### src/rtl/sys_arr_sequencer_if.sv
// Sequencer-side bundle toward the dispatcher, the PE array and the output FIFO.
// master = sequencer, slave = the datapath blocks it controls.
interface sys_arr_sequencer_if #(
    parameter int M = 2,
    parameter int K = 2
);
    logic                      done_dispatch;
    logic                      disp_clr;
    logic                      pe_clr;
    logic                      disp_en;
    logic [M-1:0][K-1:0][31:0] pe_res;
    logic                      out_full;
    logic                      out_push;
    logic [31:0]               out_dat;

    modport master (
        input  done_dispatch, pe_res, out_full,
        output disp_clr, pe_clr, disp_en, out_push, out_dat
    );

    modport slave (
        output done_dispatch, pe_res, out_full,
        input  disp_clr, pe_clr, disp_en, out_push, out_dat
    );
endinterface

### src/rtl/sys_arr_sequencer.sv
// Job-level controller for the systolic array: clear, dispatch, drain, collect M x K results.
// state    | meaning
// IDLE     | waiting for start, all strobes low
// CLEAR    | one cycle clearing dispatcher and PE accumulators
// DISPATCH | dispatcher streams operands, timeout counter runs
// DRAIN    | fixed wait for the last partial sums to settle
// COLLECT  | push results row-major into the output FIFO
// FINISH   | one-cycle done pulse, job counter increments
module sys_arr_sequencer #(
    parameter int M         = 2,
    parameter int N         = 3,
    parameter int K         = 2,
    parameter int DRAIN_CYC = 8,
    parameter int TIMEOUT   = 1024
) (
    input  logic                        clk,
    input  logic                        nrst,
    input  logic                        i_start,
    input  logic                        i_abort,
    sys_arr_sequencer_if.master         bus,
    output logic                        o_busy,
    output logic                        o_done,
    output logic                        o_err,
    output logic [15:0]                 o_jobs_done
);
    localparam int RW = (M > 1) ? $clog2(M) : 1;
    localparam int CW = (K > 1) ? $clog2(K) : 1;
    localparam int TW = $clog2(TIMEOUT) + 1;
    localparam int DW = $clog2(DRAIN_CYC) + 1;

    localparam logic [RW-1:0] ROW_LAST   = RW'(M - 1);
    localparam logic [CW-1:0] COL_LAST   = CW'(K - 1);
    localparam logic [TW-1:0] TO_LAST    = TW'(TIMEOUT - 1);
    localparam logic [DW-1:0] DRAIN_LOAD = DW'(DRAIN_CYC - 1);

    if (DRAIN_CYC < 1 || N < 1 || M < 1 || K < 1 || TIMEOUT < 2) begin : g_param_check
        $error("sys_arr_sequencer: illegal parameter combination");
    end

    typedef enum logic [2:0] {
        S_IDLE,
        S_CLEAR,
        S_DISPATCH,
        S_DRAIN,
        S_COLLECT,
        S_FINISH
    } state_t;

    state_t          r_state;
    state_t          w_state_nxt;
    logic [RW-1:0]   r_row;
    logic [CW-1:0]   r_col;
    logic [TW-1:0]   r_to_cnt;
    logic [DW-1:0]   r_drain_cnt;
    logic            r_disp_clr;
    logic            r_pe_clr;
    logic            r_disp_en;
    logic            r_busy;
    logic            r_done;
    logic            r_err;
    logic [15:0]     r_jobs_done;

    logic            w_timeout;
    logic            w_push;
    logic [31:0]     w_dat;
    logic            w_disp_clr_nxt;
    logic            w_pe_clr_nxt;
    logic            w_disp_en_nxt;
    logic            w_busy_nxt;
    logic            w_done_nxt;
    logic            w_start_acc;

    always_ff @(posedge clk or negedge nrst) begin
        if (!nrst) begin
            r_state <= S_IDLE;
        end else begin
            r_state <= w_state_nxt;
        end
    end

    // abort overrides every transition, including a timeout or the final push
    always_comb begin
        w_state_nxt = r_state;
        w_timeout   = 1'b0;
        if (i_abort) begin
            w_state_nxt = S_IDLE;
        end else begin
            case (r_state)
                S_IDLE:     if (i_start) w_state_nxt = S_CLEAR;
                S_CLEAR:    w_state_nxt = S_DISPATCH;
                S_DISPATCH: begin
                    if (bus.done_dispatch) begin
                        w_state_nxt = S_DRAIN;
                    end else if (r_to_cnt == TO_LAST) begin
                        w_state_nxt = S_IDLE;
                        w_timeout   = 1'b1;
                    end
                end
                S_DRAIN:    if (r_drain_cnt == '0) w_state_nxt = S_COLLECT;
                S_COLLECT:  if (w_push && r_row == ROW_LAST && r_col == COL_LAST) w_state_nxt = S_FINISH;
                S_FINISH:   w_state_nxt = S_IDLE;
                default:    w_state_nxt = S_IDLE;
            endcase
        end
    end

    // registered strobes are decoded from the next state so they line up with it
    always_comb begin
        w_push = (r_state == S_COLLECT) && !bus.out_full && !i_abort;
        w_dat  = '0;
        if (r_state == S_COLLECT) begin
            w_dat = bus.pe_res[r_row][r_col];
        end
        w_disp_clr_nxt = i_abort || (w_state_nxt == S_CLEAR);
        w_pe_clr_nxt   = (w_state_nxt == S_CLEAR);
        w_disp_en_nxt  = (w_state_nxt == S_DISPATCH);
        w_busy_nxt     = (w_state_nxt != S_IDLE);
        w_done_nxt     = (w_state_nxt == S_FINISH);
        w_start_acc    = (r_state == S_IDLE) && i_start && !i_abort;
    end

    always_ff @(posedge clk or negedge nrst) begin
        if (!nrst) begin
            r_to_cnt    <= '0;
            r_drain_cnt <= '0;
            r_row       <= '0;
            r_col       <= '0;
        end else if (i_abort) begin
            r_to_cnt    <= '0;
            r_drain_cnt <= '0;
            r_row       <= '0;
            r_col       <= '0;
        end else begin
            if (r_state == S_DISPATCH && w_state_nxt == S_DISPATCH) begin
                r_to_cnt <= r_to_cnt + 1'b1;
            end else begin
                r_to_cnt <= '0;
            end

            if (r_state == S_DISPATCH && w_state_nxt == S_DRAIN) begin
                r_drain_cnt <= DRAIN_LOAD;
            end else if (r_state == S_DRAIN && r_drain_cnt != '0) begin
                r_drain_cnt <= r_drain_cnt - 1'b1;
            end

            if (r_state != S_COLLECT) begin
                r_row <= '0;
                r_col <= '0;
            end else if (w_push) begin
                if (r_col == COL_LAST) begin
                    r_col <= '0;
                    r_row <= (r_row == ROW_LAST) ? '0 : r_row + 1'b1;
                end else begin
                    r_col <= r_col + 1'b1;
                end
            end
        end
    end

    always_ff @(posedge clk or negedge nrst) begin
        if (!nrst) begin
            r_disp_clr  <= 1'b0;
            r_pe_clr    <= 1'b0;
            r_disp_en   <= 1'b0;
            r_busy      <= 1'b0;
            r_done      <= 1'b0;
            r_err       <= 1'b0;
            r_jobs_done <= '0;
        end else begin
            r_disp_clr <= w_disp_clr_nxt;
            r_pe_clr   <= w_pe_clr_nxt;
            r_disp_en  <= w_disp_en_nxt;
            r_busy     <= w_busy_nxt;
            r_done     <= w_done_nxt;
            if (w_start_acc) begin
                r_err <= 1'b0;
            end else if (w_timeout) begin
                r_err <= 1'b1;
            end
            if (w_done_nxt) begin
                r_jobs_done <= r_jobs_done + 16'd1;
            end
        end
    end

    assign bus.disp_clr = r_disp_clr;
    assign bus.pe_clr   = r_pe_clr;
    assign bus.disp_en  = r_disp_en;
    assign bus.out_push = w_push;
    assign bus.out_dat  = w_dat;
    assign o_busy       = r_busy;
    assign o_done       = r_done;
    assign o_err        = r_err;
    assign o_jobs_done  = r_jobs_done;
endmodule

### src/flat_wrapper.sv
// flat-port wrapper written by rule: the top's interface ports become plain ports
module sys_arr_sequencer_flat 
#(
    parameter int M         = 2,
    parameter int N         = 3,
    parameter int K         = 2,
    parameter int DRAIN_CYC = 8,
    parameter int TIMEOUT   = 1024
)
  (clk, nrst, i_start, i_abort, o_busy, o_done, o_err, o_jobs_done, bus_done_dispatch, bus_pe_res, bus_out_full, bus_disp_clr, bus_pe_clr, bus_disp_en, bus_out_push, bus_out_dat);
  sys_arr_sequencer_if #(.M(M), .K(K)) bus_i ();
  input  logic clk;
  input  logic nrst;
  input  logic i_start;
  input  logic i_abort;
  output logic o_busy;
  output logic o_done;
  output logic o_err;
  output logic [15:0] o_jobs_done;
  input wire logic [$bits(bus_i.done_dispatch)-1:0] bus_done_dispatch;
  input wire logic [$bits(bus_i.pe_res)-1:0] bus_pe_res;
  input wire logic [$bits(bus_i.out_full)-1:0] bus_out_full;
  output wire logic [$bits(bus_i.disp_clr)-1:0] bus_disp_clr;
  output wire logic [$bits(bus_i.pe_clr)-1:0] bus_pe_clr;
  output wire logic [$bits(bus_i.disp_en)-1:0] bus_disp_en;
  output wire logic [$bits(bus_i.out_push)-1:0] bus_out_push;
  output wire logic [$bits(bus_i.out_dat)-1:0] bus_out_dat;
  assign bus_i.done_dispatch = bus_done_dispatch;
  assign bus_i.pe_res = bus_pe_res;
  assign bus_i.out_full = bus_out_full;
  assign bus_disp_clr = bus_i.disp_clr;
  assign bus_pe_clr = bus_i.pe_clr;
  assign bus_disp_en = bus_i.disp_en;
  assign bus_out_push = bus_i.out_push;
  assign bus_out_dat = bus_i.out_dat;
  sys_arr_sequencer #(.M(M), .N(N), .K(K), .DRAIN_CYC(DRAIN_CYC), .TIMEOUT(TIMEOUT)) u_core (.clk(clk), .nrst(nrst), .i_start(i_start), .i_abort(i_abort), .bus(bus_i), .o_busy(o_busy), .o_done(o_done), .o_err(o_err), .o_jobs_done(o_jobs_done));
endmodule
### config.mk
export PLATFORM = sky130hd
export DESIGN_NAME = sys_arr_sequencer_flat
export DESIGN_NICKNAME = d
export VERILOG_FILES = /design/src/rtl/sys_arr_sequencer_if.sv /design/src/rtl/sys_arr_sequencer.sv /design/src/flat_wrapper.sv
export SDC_FILE = /design/constraint.sdc
export NUM_CORES = 1
export LEC_CHECK = 0
export ABC_CLOCK_PERIOD_IN_PS = 2600
export CAP_MARGIN = 20
export CORE_MARGIN = 4
export CORE_UTILIZATION = 35
export CTS_BUF_LIST = sky130_fd_sc_hd__clkbuf_2
export CTS_CLUSTER_DIAMETER = 40
export CTS_CLUSTER_SIZE = 20
export DETAILED_ROUTE_END_ITERATION = 10
export GPL_TIMING_DRIVEN = 0
export PLACE_DENSITY = 0.84
export SYNTH_ARGS = -nofsm -noshare
export SYNTH_HDL_FRONTEND = slang
export SYNTH_SLANG_ARGS = --single-unit
### constraint.sdc
create_clock -name clk -period 2.6 [get_ports clk]
set_input_delay 0.39 -clock clk [delete_from_list [all_inputs] [get_ports clk]]
set_output_delay 0.39 -clock clk [all_outputs]
set_load 0.01 [all_outputs]
# == Word-level counts from Yosys, hierarchy flattened ==
# Cells that the tools add are included.
# Widths: inputs -> output; s select.
# op_classes
n_addsub,5
n_reduce_logical,21
n_mul,0
shifts,0
n_bitwise,0
magnitude_cmp,2
n_eq_ne,10
div,0
mux,32
# op_table
op,count
$mux 64,2
$mux 32,3
$mux 11,2
$mux 3,6
$add 16x1->16 const B,1
$mux 1,15
$pmux 3 s5,1
$eq 3x2->1 const B,4
$mux 4,3
$reduce_bool 3->1,4
$add 11x1->11 const B,1
$eq 11x10->1 const B,1
$logic_and 1x1->1,9
$eq 3x1->1 const B,2
$eq 3x3->1 const B,2
$logic_not 4->1,1
$lt 1x2->1 const B,2
$reduce_bool 4->1,1
$sub 4x1->4 const B,1
$logic_not 3->1,1
$ne 3x3->1 const B,1
$add 1x1->1 const B,2
$logic_not 1->1,2
$reduce_and 2->1,1
2 further kinds,2
# word_totals
ramBits,0
wordCells,82
mem_count,0
mem_bits_ro,0
output_inout_bits,55
register_bits,42
input_bits,134
latch_bits,0

# == Depth between registers and ports, before layout ==
# Gate-level depths: netlist of run 1.
# logic_depth
ltp_word,12
ltp_mapped,8
ltp_nobuf,7

# == Worst setup path before layout of run 1 ==
# No wires, ideal clock.
# synth_timing
path_type,register to output
startpoint,register u_core.r_row
endpoint,output port bus_out_dat[2]
stages_incl_launch_ff,5
setup_slack_ns,0.588
t_required_ns,2.210
t_arrival_ns,1.622
path_buffers,2
path_cell_list,dfrtp_1 -> clkbuf_1 -> buf_2 -> mux4_2 -> and2b_1
# synth_via
elab_chain_len,5
# synth_rtl
element,line,text
"start, declared",sys_arr_sequencer.sv:51,logic [RW-1:0] r_row;
"start signal, assigned",sys_arr_sequencer.sv:152,r_row <= (r_row == ROW_LAST) ? '0 : r_row + 1'b1;
$mux 64 (not written as such) (2 in a row),sys_arr_sequencer.sv:112,w_dat = bus.pe_res[r_row][r_col];
$mux 32 (not written as such) (2 in a row),sys_arr_sequencer.sv:112,
$mux 32,sys_arr_sequencer.sv:111,if (r_state == S_COLLECT) begin
"end, declared",flat_wrapper.sv:27,output wire logic [$bits(bus_i.out_dat)-1:0] bus_out_dat;
# No other way between the ends. The select of a mux whose other input is x is not followed.

# == Final worst setup path of run 1 ==
# layout_timing
startpoint,register u_core.r_state[0]
endpoint,output port bus_out_dat[24]
# layout_via
elab_chain_len,2
# layout_rtl
element,line,text
"start, declared",sys_arr_sequencer.sv:49,state_t r_state;
"start signal, assigned",sys_arr_sequencer.sv:77,r_state <= w_state_nxt;
$eq 3x3->1,sys_arr_sequencer.sv:111,
$mux 32,sys_arr_sequencer.sv:111,
# No other way between the ends.

==> results of run 1 <==
==> stage by stage <==
stage | worst slack (ns) | cell area, um2 | std cells
after detailed placement | -0.0598 | 4940 | 551
after global routing | 0.000375 | 4990 | 560
after floorplan | 0.588 | 2930 | 258
after global placement | -0.00192 | 4940 | 551
after CTS | 0.00761 | 4990 | 558
final | 0.0900 | 4990 | 560
==> worst max-delay path by stage <==
stage,startpoint,to
after floorplan,u_core.r_row,bus_out_dat[2]
after detailed placement,u_core.r_row,bus_out_dat[14]
after global routing,u_core.r_state[0],bus_out_dat[10]
after global placement,u_core.r_row,bus_out_dat[4]
after CTS,u_core.r_state[0],bus_out_push
final,u_core.r_state[0],bus_out_dat[24]
==> final cells by class <==
cell class / instances / area, um2 / share of cell area, %
Buffer: 14 / 121 / 2.43
Clock buffer: 5 / 25.0 / 0.502
Clock inverter: 3 / 21.3 / 0.427
Inverter: 7 / 26.3 / 0.527
Multi-Input combinational cell: 193 / 1770 / 35.4
Sequential cell: 42 / 1050 / 21.1
Tap cell: 105 / 131 / 2.63
Timing Repair Buffer: 191 / 1840 / 36.9
==> state kept, by name, indices dropped and copies added, names as in the netlist <==
register and count:
u_core.r_row 1, u_core.bus.pe_clr 1, u_core.o_done 1, u_core.bus.disp_clr 1, u_core.r_drain_cnt 4, u_core.r_to_cnt 11, u_core.r_col 1, u_core.r_state 3
u_core.o_busy 1, u_core.o_jobs_done 16, u_core.o_err 1, u_core.bus.disp_en 1
==> layout by cell type, fill, tap and decap left out, types with 3 or more instances in the layout <==
cell type        count
clkbuf_2            13
nor2b_1             30
mux4_2              32
inv_1                7
buf_4                7
xor2_1              10
nand2_1             13
nor4_1               3
and2b_1              6
dlygate4sd2_1       15
dfrtp_1             40
nor2_1              24
clkdlybuf4s15_1     10
nand3_1             11
and3_1               4
nand4_1              6
nor3_1               8
clkdlybuf4s50_1    154
clkbuf_4             6
xnor2_1             17
a21oi_1              5
ha_1                 3
==> power breakdown <==
| part | switching [uW] | internal [uW] |
|---|---|---|
| Sequential | 12.6 | 673 |
| Combinational | 116 | 275 |
| Clock | 213 | 66.0 |
| Total | 342 | 1010 |
==> cell families (layout without fill, tap and decap cells) <==
family                     count (synthesis)  in the layout
DFF                                       42             42
buffers and inverters                     23            220
xor gates and xnor gates                  27             27
AOI/OAI and AO/OA                         14             14
adders and majority gates                  3              3
and+or+nand+nor                          114            114
muxes                                     35             35
==> timing repair <==
| action | 4_1_cts | 5_1_grt |
|---|---|---|
| pin swaps | 0 | 0 |
| buffers inserted | 1 | 2 |
| gates resized for setup | 53 | 28 |
| setup endpoints to repair | 33 | 31 |
| hold buffers | 0 | 0 |
==> layer usage <==
metal | track usage [%] | up-vias | wire, um
met1 | 23.4 | 1355 | 3680
met2 | 34.2 | 114 | 5220
met5 | 0 | - | 0
met3 | 5.68 | 20 | 819
li1 | - | 1327 | -
met4 | 6.93 | 0 | 289
==> impl_results.md, run 1 <==
* Status: finished, final reports clean
* Synthesized Nets at 395
* CP Max Fanout at 10
* Clock Pin Slew Worst Setup and Hold Paths at 0.23 ns
* Buffers added on ports at 188
* Synth area leaders: dfrtp_1 36%, mux4_2 25%, nor2b_1 6.4%
* Critical path required time at 2.21 ns
* Worst-path cell chain: buf_6 -> or3b_4 -> buf_6 -> clkbuf_4 -> nor2b_1 -> clkdlybuf4s15_1
* Top_reg_cell synth: dfrtp_1
* DRC viols at 0
* Startpoint types: register
* Hold WS at 0.0721 ns
* Starting density of the core at 35.8%
* Yosys warnings at 0
* CTS tree: done
* Static Leak at 0.00199 uW
* Clock sink total at 42
* Synthesized flop and latch total at 42
* Synth unique cells at 37
* Worst hold path type: input pin to asynchronous set/reset pin
* Nets at 591
* Slew HR at 40.4%
* Peak VDD IR at 169 uV
* Antenna cells at 0
* H-tree Lvls at 2
* Synth Area in Compound Gates at 3.12%
* Cell mode on critical path: buf_6
* Routed vias/inst at 5.03
* Slack of the worst reg-to-reg path at 0.30 ns
* Die width at 99.5 um
* DR iter-0 viols at 157
* Cell at the slowest stage of the critical path: dfrtp_1
* Vias at 2816
* Max Cap Viol at 0
* Total Routing Usage GR at 19.8%
* Post-synthesis cell count at 258
* Synth Area in Simple Gates at 22.1%
* Final period utilization at 96.5%
* Reg-to-Reg Start: u_core.r_drain_cnt[0]
* RSZ-0062 raised after global routing: false
* Min cycle time layout at 2.51 ns
* DP HPWL at 8.47 mm
* Post-synthesis xor/xnor area fraction at 8.07%
* Post-Synth Adder-Cell Area at 1.28%
* Critical Path Max Stage Delay at 0.43 ns
* Worst path top cell family by delay: buffers and inverters
* Synth Cell Area at 2930 um2
* Overall Power at 1360 uW
* Gr ovfl total at 0
* Sequential fraction of the synthesis area at 35.9%
* P per Cell Area at 272 nW/um2
* Global placement routability congestion at 0.868
* First-pass GRT wire length at 15.3 mm
* EDFF count, synth at 0
* Final Util at 61.0%
* DRT Pass-1 Iters at 5
* Wire per inst at 17.9 um
* Final number of setup-violating endpoints at 0
* Largest family of logic cells by synthesized area: multiplexers
* Area grow syn2layout at 70.2%
* Longest Clk Path Bufs at 2
* Die Area at 9900 um2
* Number of global-route vias before repair at 2981
* Die H at 99.5 um
* Ports at 189
* Arr. time, crit path at 2.12 ns
* Top cells by count, synth: 42 x dfrtp_1, 32 x mux4_2, 30 x nor2b_1
* Critical path class: register to output pin
* Final Max Slew Viols at 0
* Fillcell total at 680
* R2r endpoint: u_core.r_to_cnt[9]
* TritonCTS Buffers at 5
* Worst skew pair latency at 0.41 ns
* Setup TNS at 0 ns
* Fin. Hold Viols at 0
* Multiplexer share of the synthesized area at 25.7%
* Post-synth ARST share at 100%
* Initial antenna violation count at 0
* Total Wirelength at 10.0 mm
* Worst Reg-to-Reg Cells at 8
* Core box area at 8180 um2
* Antenna Nets Post-Route at 0
* Max Fclk at 398 MHz
* Layout cells sized above 1 at 16.5%
* WP depth at 6
* Synth area leader: dfrtp_1
* CP bufs+invs at 4
* Area share of the largest cell type after synthesis at 35.9%
* Largest net degree at the start of global routing at 43
* Syn Area/Cell at 11.4 um2
* Count leader, synth: dfrtp_1
* FP Rows at 33
* Setup crit end kind: output pin
* Worst-margin pin slew at 0.894 ns
* Final Skew at 0.0307 ns
* Root Driver: clkbuf_2
No activity file was read; power rests on OpenSTA's default activity.
==> run 2: changes to the inputs <==
--- a/config.mk
+++ b/config.mk
@@ -9,7 +9,7 @@
 export CAP_MARGIN = 20
 export CORE_MARGIN = 4
 export CORE_UTILIZATION = 35
-export CTS_BUF_LIST = sky130_fd_sc_hd__clkbuf_2
+export CTS_BUF_LIST = sky130_fd_sc_hd__clkbuf_4 sky130_fd_sc_hd__clkbuf_8
 export CTS_CLUSTER_DIAMETER = 40
 export CTS_CLUSTER_SIZE = 20
 export DETAILED_ROUTE_END_ITERATION = 10
==> run 2 against run 1 <==
Against the previous run:
- clock power up 50%
- die area unchanged
- combinational power about the same
- clock skew down 0.017 ns
- sequential power about the same
- via count up 0.64%
- wire length about the same
- critical path type unchanged
==> impl_results.md, run 2 (synthesis results as in run 1) <==
* FP Rows at 33
* Min cycle time layout at 2.52 ns
* Longest Clk Path Bufs at 2
* Status: finished, final reports clean
* Worst-margin pin slew at 0.889 ns
* DR iter-0 viols at 151
* Final period utilization at 96.8%
* Dpl ws at -0.0598 ns
* Max Cap Viol at 0
* Commonest non-fill, non-tap cell in the layout: clkdlybuf4s50_1
* Slew HR at 40.7%
* Overall Power at 1490 uW
* DP HPWL at 8.47 mm
* Fillcell total at 687
* Ports at 189
* First-pass GRT wire length at 15.3 mm
* Setup crit end kind: output pin
* Nets at 590
* CP bufs+invs at 3
* Critical path class: register to output pin
* Gr ovfl total at 0
* Final number of setup-violating endpoints at 0
* Non-Filler Instances at 559
* Global placement routability congestion at 0.868
* Max FFs per register at 16
* TritonCTS Buffers at 5
* Routed vias/inst at 5.07
* Reg-to-Reg Start: u_core.r_drain_cnt[0]
* CP startpoint: u_core.r_state[0]
* Most frequent cells in the layout: 159 x clkdlybuf4s50_1, 40 x dfrtp_1, 32 x mux4_2
* Number of global-route vias before repair at 2953
* Wire per inst at 17.9 um
* Critical path required time at 2.21 ns
* Starting density of the core at 35.8%
* Static Leak at 0.00205 uW
* DRT Pass-1 Iters at 4
* Layout cells sized above 1 at 14.5%
* Buffers added on ports at 188
* R2r endpoint: u_core.r_to_cnt[2]
* Area grow syn2layout at 72.0%
* Antenna Nets Post-Route at 0
* Slack of the worst reg-to-reg path at 0.35 ns
* CTS tree: done
* Clock sink total at 42
* P per Cell Area at 297 nW/um2
* Antenna cells at 0
* Die H at 99.5 um
* Critical Path Max Stage Delay at 0.56 ns
* RSZ-0062 raised after global routing: false
* CP Max Fanout at 10
* Die Area at 9900 um2
* Worst-path cell chain: buf_6 -> or3b_4 -> buf_6 -> and2b_1 -> clkdlybuf4s50_1
* Fin. Hold Viols at 0
* Die width at 99.5 um
* Final Worst Setup Slack at 0.0842 ns
* Clock Pin Slew Worst Setup and Hold Paths at 0.09 ns
* Final Max Slew Viols at 0
* Peak VDD IR at 269 uV
* H-tree Lvls at 2
* Startpoint types: register
* Total Routing Usage GR at 19.8%
* Total Wirelength at 10.0 mm
* Root Driver: clkbuf_8
* Worst hold path type: input pin to asynchronous set/reset pin
* Final Skew at 0.0135 ns
* Cell mode on critical path: buf_6
* Worst path top cell family by delay: buffers and inverters
* Setup TNS at 0 ns
* Max Fclk at 397 MHz
* Vias at 2834
* Worst Reg-to-Reg Cells at 8
* Worst skew pair latency at 0.30 ns
* DRC viols at 0
* Cell at the slowest stage of the critical path: clkdlybuf4s50_1
* Post-Place Cells at 551
* Initial antenna violation count at 0
* Arr. time, crit path at 2.13 ns
* Largest net degree at the start of global routing at 43
* Core box area at 8180 um2
run 2: cell types whose count changed in the layout (fill, tap and decap cells not counted):
| cell | delta |
|---|---|
| clkbuf_2 | -12 |
| dlygate4sd2_1 | +12 |
| clkdlybuf4s15_1 | -10 |
| clkbuf_8 | +5 |
| clkdlybuf4s50_1 | +5 |
| buf_12 | -1 |
| buf_4 | -1 |
| buf_6 | +1 |
| clkbuf_4 | -1 |
| dlymetal6s2s_1 | +1 |
run 2: what timing repair did:
item	in CTS	in global routing
setup buffers	0	2
hold buffers	0	0
resized for setup	43	3
endpoints found under the setup margin	30	6
run 2: layout make-up:
type,count,area (um2),area share [%]
plain buffers,14,110,2.19
clock buffers,5,68.8,1.37
clock inverters,3,21.3,0.422
inverters,7,26.3,0.521
multi-input cells,193,1770,35.1
flip-flops and latches,42,1050,20.9
well taps,105,131,2.61
repair buffers,190,1860,36.9
run 2: how the worst max path moves through the flow:
stage,endpoint,cells after the start
after floorplan,bus_out_dat[2],4
after global placement,bus_out_dat[4],5
after detailed placement,bus_out_dat[14],5
after CTS,bus_out_dat[20],6
after global routing,bus_out_dat[2],4
final,bus_out_dat[0],5
run 2: worst reg2reg max path: stages, from the launching register on:
cell and delay, ns:
dfrtp_1 0.41, inv_1 0.07, ha_1 0.18, nor3b_1 0.33
nor2_1 0.19, nor3_1 0.45, nand4_1 0.20, buf_4 0.23
nor2_1 0.11
run 2: through the flow:
stage / utilization (%) / cell area [um2] / hold WS (ns)
3_3_place_gp: 60.5 / 4940 / 0.437
5_1_grt: 61.6 / 5040 / 0.292
2_1_floorplan: - / 2930 / 0.0944
4_1_cts: 61.4 / 5020 / 0.247
3_5_place_dp: 60.4 / 4940 / 0.450
6_report: 61.6 / 5040 / 0.205
run 2: layer usage:
layer	global-route usage, %	part of all wire [%]	up-vias
met5	0	0	-
met4	7.56	3.1	0
met1	23.7	37	1361
met3	5.47	8.0	25
met2	33.9	52	123
li1	-	-	1325
run 2: report_power, final:
part	total [uW]	switching [uW]	leakage (uW)	internal [uW]
combinational	391	116	0.00144	275
sequential	685	12.4	0.000570	672
clock	419	231	0.0000441	189
total	1490	359	0.00205	1140
